===== config.mk =====
export PLATFORM = sky130hd
export DESIGN_NAME = javk_fetch
export DESIGN_NICKNAME = d
export VERILOG_FILES = /design/src/rtl/javk_pkg.sv /design/src/rtl/javk_fetch_queue.sv /design/src/rtl/javk_fetch.sv
export SDC_FILE = /design/constraint.sdc
export NUM_CORES = 1
export LEC_CHECK = 0
export ABC_AREA = 1
export CAP_MARGIN = 10
export CELL_PAD_IN_SITES_DETAIL_PLACEMENT = 1
export CELL_PAD_IN_SITES_GLOBAL_PLACEMENT = 2
export CORE_MARGIN = 2
export CORE_UTILIZATION = 35
export CTS_CLUSTER_DIAMETER = 80
export DETAILED_ROUTE_END_ITERATION = 8
export GPL_ROUTABILITY_DRIVEN = 0
export PLACE_DENSITY_LB_ADDON = 0.05
export SYNTH_ARGS = -nofsm -noshare
export SYNTH_HDL_FRONTEND = slang
export SYNTH_SLANG_ARGS = --single-unit

===== constraint.sdc =====
create_clock -name clk -period 3.11 [get_ports clk]
set_input_delay 0.311 -clock clk [delete_from_list [all_inputs] [get_ports clk]]
set_output_delay 0.311 -clock clk [all_outputs]
set_load 0.01 [all_outputs]

===== src/rtl/javk_pkg.sv =====
// javk_pkg: shared constants and types for the JAVK CPU front end.
//   JAVK_ADDR_W / JAVK_DATA_W : address and bus data widths
//   JAVK_RESET_PC             : default fetch address after reset
//   fetch_state_e, ST_*       : fetch FSM state encoding
//   fetch_entry_t             : one prefetch-queue entry {pc, byte}
package javk_pkg;

  localparam int JAVK_ADDR_W = 16;
  localparam int JAVK_DATA_W = 8;
  localparam logic [JAVK_ADDR_W-1:0] JAVK_RESET_PC = 16'h0000;

  typedef enum logic [0:0] {
    FETCH_RUN   = 1'b0,
    FETCH_FLUSH = 1'b1
  } fetch_state_e;

  // Plain-vector state constants for code that keeps state in logic regs.
  localparam logic [0:0] ST_RUN   = 1'b0;
  localparam logic [0:0] ST_FLUSH = 1'b1;

  typedef struct packed {
    logic [JAVK_ADDR_W-1:0] pc;
    logic [JAVK_DATA_W-1:0] data;
  } fetch_entry_t;

endpackage


===== src/rtl/javk_fetch_queue.sv =====
// javk_fetch_queue: synchronous FIFO of {pc, byte} prefetch entries.
//   clk, rst      : clock, synchronous active-high reset
//   clr_i         : drop all entries (wins over push/pop)
//   push_i        : write push_entry_i at the tail
//   pop_i         : advance the head (caller guarantees non-empty)
//   count_o       : number of valid entries
//   head_o        : head entry, straight from the storage registers
module javk_fetch_queue
  import javk_pkg::*;
#(
  parameter int              DEPTH    = 4,
  parameter logic [15:0]     RESET_PC = JAVK_RESET_PC,
  localparam int             AW       = $clog2(DEPTH),
  localparam int             CW       = AW + 1
) (
  input  logic          clk,
  input  logic          rst,
  input  logic          clr_i,
  input  logic          push_i,
  input  logic          pop_i,
  input  fetch_entry_t  push_entry_i,
  output logic [CW-1:0] count_o,
  output fetch_entry_t  head_o
);

  fetch_entry_t   mem_q [DEPTH];
  logic [AW-1:0]  wr_ptr_q;
  logic [AW-1:0]  rd_ptr_q;
  logic [CW-1:0]  count_q;

  // Pointers are exactly AW bits wide so they wrap naturally (DEPTH is 2^n).
  always_ff @(posedge clk) begin
    if (rst) begin
      wr_ptr_q <= '0;
      rd_ptr_q <= '0;
      count_q  <= '0;
      // Entries are reset so the head reads {RESET_PC, 00} out of reset.
      for (int i = 0; i < DEPTH; i++) begin
        mem_q[i] <= '{pc: RESET_PC, data: '0};
      end
    end else if (clr_i) begin
      wr_ptr_q <= '0;
      rd_ptr_q <= '0;
      count_q  <= '0;
    end else begin
      if (push_i) begin
        mem_q[wr_ptr_q] <= push_entry_i;
        wr_ptr_q        <= wr_ptr_q + 1'b1;
      end
      if (pop_i) begin
        rd_ptr_q <= rd_ptr_q + 1'b1;
      end
      case ({push_i, pop_i})
        2'b10:   count_q <= count_q + 1'b1;
        2'b01:   count_q <= count_q - 1'b1;
        default: count_q <= count_q;
      endcase
    end
  end

  // The upstream credit check makes this unreachable; catch it if it breaks.
  always_ff @(posedge clk) begin
    if (!rst && !clr_i) begin
      assert (!(push_i && !pop_i && (count_q == CW'(DEPTH))))
        else $error("javk_fetch_queue: push into full queue");
    end
  end

  assign count_o = count_q;
  assign head_o  = mem_q[rd_ptr_q];

endmodule


===== src/rtl/javk_fetch.sv =====
// javk_fetch: JAVK instruction fetch unit. Issues byte reads on the 8-bit
// memory bus, buffers the returned bytes and hands them to the core one at
// a time.
//   clk, rst     : clock, synchronous active-high reset
//   bus_busy     : core owns the bus; no fetch read this cycle
//   rd_en        : read strobe (combinational)
//   rd_addr      : read address (combinational, = fetch PC)
//   rd_data      : read data, one cycle after the rd_en cycle
//   redirect     : flush and restart at redirect_pc
//   redirect_pc  : new fetch address
//   out_valid    : head byte available
//   out_ready    : core takes the head byte
//   out_byte     : head byte
//   out_pc       : address of the head byte
module javk_fetch
  import javk_pkg::*;
#(
  parameter int          DEPTH    = 4,
  parameter logic [15:0] RESET_PC = JAVK_RESET_PC
) (
  input  logic        clk,
  input  logic        rst,
  input  logic        bus_busy,
  output logic        rd_en,
  output logic [15:0] rd_addr,
  input  logic [7:0]  rd_data,
  input  logic        redirect,
  input  logic [15:0] redirect_pc,
  output logic        out_valid,
  input  logic        out_ready,
  output logic [7:0]  out_byte,
  output logic [15:0] out_pc
);

  localparam int CW = $clog2(DEPTH) + 1;

  logic [0:0]    state_q, state_d;
  logic [15:0]   fetch_pc_q, fetch_pc_d;
  logic [15:0]   iss_pc_q;     // address of the read currently on the bus
  logic          inflight_q;
  logic          drop_q;
  logic [CW-1:0] count;
  logic [CW:0]   credit_used;
  logic          issue, push, pop;
  fetch_entry_t  push_entry, head;

  // Every queued byte and every outstanding read holds one slot, so the
  // queue can never be pushed while full.
  assign credit_used = {1'b0, count} + {{CW{1'b0}}, inflight_q};
  assign issue       = !rst && (state_q == ST_RUN) && !bus_busy && !redirect &&
                       (credit_used < (CW+1)'(DEPTH));

  assign rd_en   = issue;
  assign rd_addr = fetch_pc_q;

  // Redirect wins: the byte arriving in the redirect cycle is stale.
  assign push       = inflight_q && !drop_q && !redirect;
  assign push_entry = '{pc: iss_pc_q, data: rd_data};

  assign out_valid = (count != '0);
  assign pop       = out_valid && out_ready && !redirect;
  assign out_byte  = head.data;
  assign out_pc    = head.pc;

  always_comb begin
    // FLUSH lasts one cycle; a redirect (re)enters it from either state.
    state_d    = redirect ? ST_FLUSH : ST_RUN;
    fetch_pc_d = fetch_pc_q;
    if (redirect)   fetch_pc_d = redirect_pc;
    else if (issue) fetch_pc_d = fetch_pc_q + 16'd1;
  end

  always_ff @(posedge clk) begin
    if (rst) begin
      state_q    <= ST_RUN;
      fetch_pc_q <= RESET_PC;
      iss_pc_q   <= RESET_PC;
      inflight_q <= 1'b0;
      drop_q     <= 1'b0;
    end else begin
      state_q    <= state_d;
      fetch_pc_q <= fetch_pc_d;
      inflight_q <= issue;
      if (issue) iss_pc_q <= fetch_pc_q;
      // Mark a read caught by a redirect as stale; nothing is issued in the
      // redirect cycle, so the mark only ever lives for the FLUSH cycle.
      drop_q     <= redirect && inflight_q;
    end
  end

  javk_fetch_queue #(
    .DEPTH    (DEPTH),
    .RESET_PC (RESET_PC)
  ) u_queue (
    .clk          (clk),
    .rst          (rst),
    .clr_i        (redirect),
    .push_i       (push),
    .pop_i        (pop),
    .push_entry_i (push_entry),
    .count_o      (count),
    .head_o       (head)
  );

endmodule

Word-level counts from Yosys, hierarchy flattened
Memories as Yosys holds them, arrays and structs flattened. A register that Yosys moved wholly into a read port is not among the register bits.
Index checks and enable logic that the tools add are counted.
- add/sub/neg operators: 6
- $mul: 0
- divide/modulo/power cells: 0
- magnitude comparators: 1
- eq/ne operators: 2
- shifts and indexed selects: 0
- muxes and demuxes: 15
- bitwise gates (word level): 1
- reductions and logical operators: 18
- operator list (kind ; count):
    two-way mux 16 bit ; 2
    two-way mux 24 bit ; 1
    OR reduction 24 bit ; 1
    adder 16 x 1 -> 16 bit (second input constant) ; 1
    logical AND 1 bit ; 9
    two-way mux 1 bit ; 8
    two-way mux 2 bit ; 3
    one-hot mux 3 bit (2 select lines) ; 1
    adder 2 x 1 -> 2 bit (second input constant) ; 2
    adder 3 x 1 -> 4 bit ; 1
    zero test 1 bit ; 4
    less-than comparator 4 x 3 -> 1 bit (second input constant) ; 1
    nonzero test 2 bit ; 2
    adder 3 x 1 -> 3 bit (second input constant) ; 1
    nonzero test 3 bit ; 1
    subtractor 3 x 1 -> 3 bit (second input constant) ; 1
    equality test 2 x 1 -> 1 bit (second input constant) ; 1
    equality test 2 bit (second input constant) ; 1
    OR reduction 2 bit ; 1
    inverter 1 bit ; 1
- bits in registers: 42
- bits in latches: 0
- bits in writable memories: 96
- ROM bits: 0
- input port bits: 29
- output and inout bits: 42
- word-level logic and storage cells: 52
- memories: 1
- memories (name ; words ; bits a word ; read ports ; clocked after Yosys merged registers in ; wr ports ; RTL line ; RTL):
    u_queue.mem_q ; 4 ; 24 ; 1 ; 1 ; 4 ; javk_fetch_queue.sv:26 ; fetch_entry_t mem_q [DEPTH];

Logic depth before layout (Yosys ltp)
- depth in word-level cells: 9
- depth in mapped cells: 11
- mapped depth without buffers: 11

Hierarchy
From an unflattened synthesis, not the netlist that was laid out.
- cell total of the unflattened synthesis: 685
- area, all modules: 6328.6 um^2
- by module, submodules not included (module ; times used ; cells an instance ; area an instance (um^2) ; sequential area each (um^2)):
    javk_fetch_queue ; 1 ; 419 ; 4545.6 ; 3062.9
    javk_fetch ; 1 ; 266 ; 1783.0 ; 700.7

Worst setup path after synthesis
Ideal clock, no wire load.
- kind: input port to flip-flop
- start point: input redirect
- end point: memory u_queue.mem_q[1][0] (netlist name) (enable)
- library setup time: 0.438 ns
- arrival time: 2.355 ns
- required time: 2.672 ns
- setup slack: 0.317 ns
- stages on the path: 4
- buffers on the path: 1
- cell sequence: buf_6 inv_2 nand2_4 o21ai_0
- RTL lines (item ; RTL line ; RTL):
    start, declared ; javk_fetch.sv:27 ; input logic redirect,
    end, declared ; javk_fetch_queue.sv:26 ;

==> run metrics <==
maxcap violations=0; post-synth top area cell=edfxtp_1; met3 usage=0.0339; DP Cell Count=960; Final nets=782; Syn Nets=712; slew margin rel.=0.507; H-tree levels=4; clk sink count=140; met2 GRT Util=0.312; grt met1 use=0.226; period utilization=0.832; hold bufs inserted after CTS=0; Final Hold Vio Count=0; DRT Wirelength=16800 µm; Synth top area share=0.456; post-CTS sizing=0; clock-pin slew on the worst setup and hold paths=60 ps; part of the power in registers=0.468; pin count of the biggest net entering global routing=49; Slew @ Worst Pin=739 ps; Area Growth Syn to Fin=24.5%; routed via count=4933; Crit. End Element=output port; gr usage total=0.179; switching share of power=0.215; Min-Delay Path Class=in -> reg; Gate power share=0.063; # setup viols final=0; outcome=complete, no violations; Area contributors post-synth=edfxtp_1 (46%), dfxtp_1 (14%), nor2_1 (8.5%); Yosys cell types=35; Cells after Synth=680; DR DRC count=0; Critical Path Start Type=flop; RSZ-0062 raised after global routing=false; clock share of power=0.468; multi-input logic area=2110 µm²; CTS tree=built; initial antenna violation count=0; post-synthesis sequential area ratio=0.595; maximum VDD drop=372 µV; Power Total=0.00447 W; Internal=0.00350 W; vias per std cell=4.97; FF+latch count, synth=140; NetSw=0.000962 W; Antenna diodes=0; Fin Hold WS=461 ps; DRT iter0 DRCs=243; Sequential Area=3760 µm²; root buffer cell=clkbuf_16; PD cells=567 nW/µm²; Final TNS setup=0 ps; post-CTS setup repair buffer count=0; DP HPWL=10800 µm; Routed WL per cell=16.9 µm; Peak Freq=386 MHz; chip width=138 µm; Final Util=0.441; worst setup path category=reg -> out; YS warnings=0; Post-Syn Area=6320 µm²; maximum root-to-sink buffer count=2; PortBufs=70; Layout Cells excl Fill=992; clk_skew=11.2 ps; cell row count=49; IO Pins=71; share of layout cells above drive strength 1=0.0957; max-slew violation count=0; total gr overflow=0; first-pass GRT wire length=27200 µm; die area=19200 µm²; critical path arrival=2280 ps; Avg Inst Size Synth=9.30 µm²; ANT nets after route=0; CTS Buf Count=17; core area=17800 µm²; Most Used Layer, Global Route=met2; vias in the first global route=5194; Max FO, Critical Path=48; P_leak=2.86 nW; clock period minus worst slack=2590 ps; initial core utilization=0.354; fillcell total=1998; 1st-pass router iterations=4; die height=138 µm; insertion delay to the later sink of the worst-skew pair=420 ps; Critical Path RT=2800 ps
-- registers in the layout, indices dropped and copies added, names as in the netlist, named ones only --
| signal | count |
|---|---|
| u_queue.rd_ptr_q | 2 |
| u_queue.wr_ptr_q | 2 |
| iss_pc_q | 16 |
| drop_q | 1 |
| rd_addr | 16 |
| u_queue.mem_q | 96 |
| u_queue.count_o | 3 |
| state_q | 1 |
| inflight_q | 1 |
-- power groups by stage --
stage                     Combinational [W]  Clock [W]  Sequential [W]
after detailed placement           0.000287          0         0.00213
after floorplan                    0.000145          0         0.00212
after CTS                          0.000288    0.00213         0.00209
after global placement             0.000282          0         0.00213
after global routing               0.000312    0.00222         0.00210
final                              0.000282    0.00209         0.00209
-- cell usage in the layout (no fill, tap or decap), types with 2 or more instances in the layout --
cell and n:
nand4_1 3, o21a_1 2, clkbuf_16 17, clkinv_2 5
clkinv_1 2, bufinv_16 4, buf_4 17, nand3_2 2
o22ai_1 24, edfxtp_1 96, inv_2 8, nand3_1 33
a21oi_1 32, ha_1 2, nor3_1 21, nor2_4 8
dfxtp_1 44, inv_1 61, nor2_2 2, nand2_1 72
clkinvlp_4 2, o21bai_1 6, nor2_1 144, clkdlybuf4s50_1 70
xor2_1 2, a22oi_1 2, o21ai_0 68
-- worst max-delay path: stages (launching register included) --
cell	delay [ps]
dfxtp_1	350
inv_1	60
buf_4	420
o21ai_0	150
o22ai_1	250
clkdlybuf4s50_1	610
-- layer usage --
metal  up-vias  part of all wire
met5         -                 0
met4         0             0.012
met3        12             0.026
met2        75              0.50
met1      2413              0.47
li1       2433                 -
-- metrics by stage --
| step | cell area [µm²] | setup slack (ps) |
|---|---|---|
| 4_1_cts | 7880 | 479 |
| 3_3_place_gp | 7270 | 709 |
| 6_report | 7880 | 522 |
| 2_1_floorplan | 6320 | 317 |
| 3_5_place_dp | 7270 | 650 |
| 5_1_grt | 7880 | 376 |
-- Yosys cell counts --
| master | n |
|---|---|
| a21o_1 | 1 |
| a21oi_1 | 32 |
| a22oi_1 | 2 |
| a31oi_1 | 1 |
| buf_2 | 9 |
| buf_4 | 1 |
| buf_6 | 5 |
| clkbuf_1 | 21 |
| clkbuf_2 | 1 |
| dfxtp_1 | 44 |
| edfxtp_1 | 96 |
| fa_1 | 1 |
| ha_1 | 2 |
| inv_1 | 61 |
| inv_2 | 8 |
| nand2_1 | 72 |
| nand2_2 | 1 |
| nand2_4 | 1 |
| nand3_1 | 33 |
| nand3_2 | 2 |
| nand3b_1 | 1 |
| nand4_1 | 3 |
| nand4_4 | 1 |
| nor2_1 | 144 |
| nor2_2 | 2 |
| nor2_4 | 8 |
| nor2_8 | 1 |
| nor3_1 | 21 |
| nor4_1 | 1 |
| o21a_1 | 2 |
| o21ai_0 | 69 |
| o21bai_1 | 6 |
| o22ai_1 | 24 |
| or2_2 | 1 |
| xor2_1 | 2 |
-- worst paths after layout --
path	from	cells after the start	slack (ps)	to
max	flop	5	520	out_pc[1]
min	redirect_pc[0]	3	460	rd_addr[0]$_SDFFE_PP0P_
max reg2reg	u_queue.count_o[1]$_SDFFE_PP0P_	11	1100	u_queue.count_o[2]$_SDFFE_PP0P_
min reg2reg	inflight_q$_SDFF_PP0_	2	470	drop_q$_SDFF_PP0_
-- kinds of logic after synthesis --
logic type               Yosys count  share of synthesized area
XOR/XNOR                           2                    0.00277
buffers and inverters            106                     0.0714
flip-flops                       140                      0.595
AND/OR/NAND/NOR                  292                      0.206
AO/OA/AOI/OAI                    137                      0.118
adder cells (fa/ha/maj)            3                    0.00712
-- area by class of cell --
cell class	instances	area share
flip-flops and latches	140	0.478
multi-input cells	434	0.268
repair buffers	88	0.108
clock buffers	18	0.0545
well taps	229	0.0364
inverters	69	0.0329
clock inverters	14	0.0224
No activity file was read; power rests on OpenSTA's default activity.
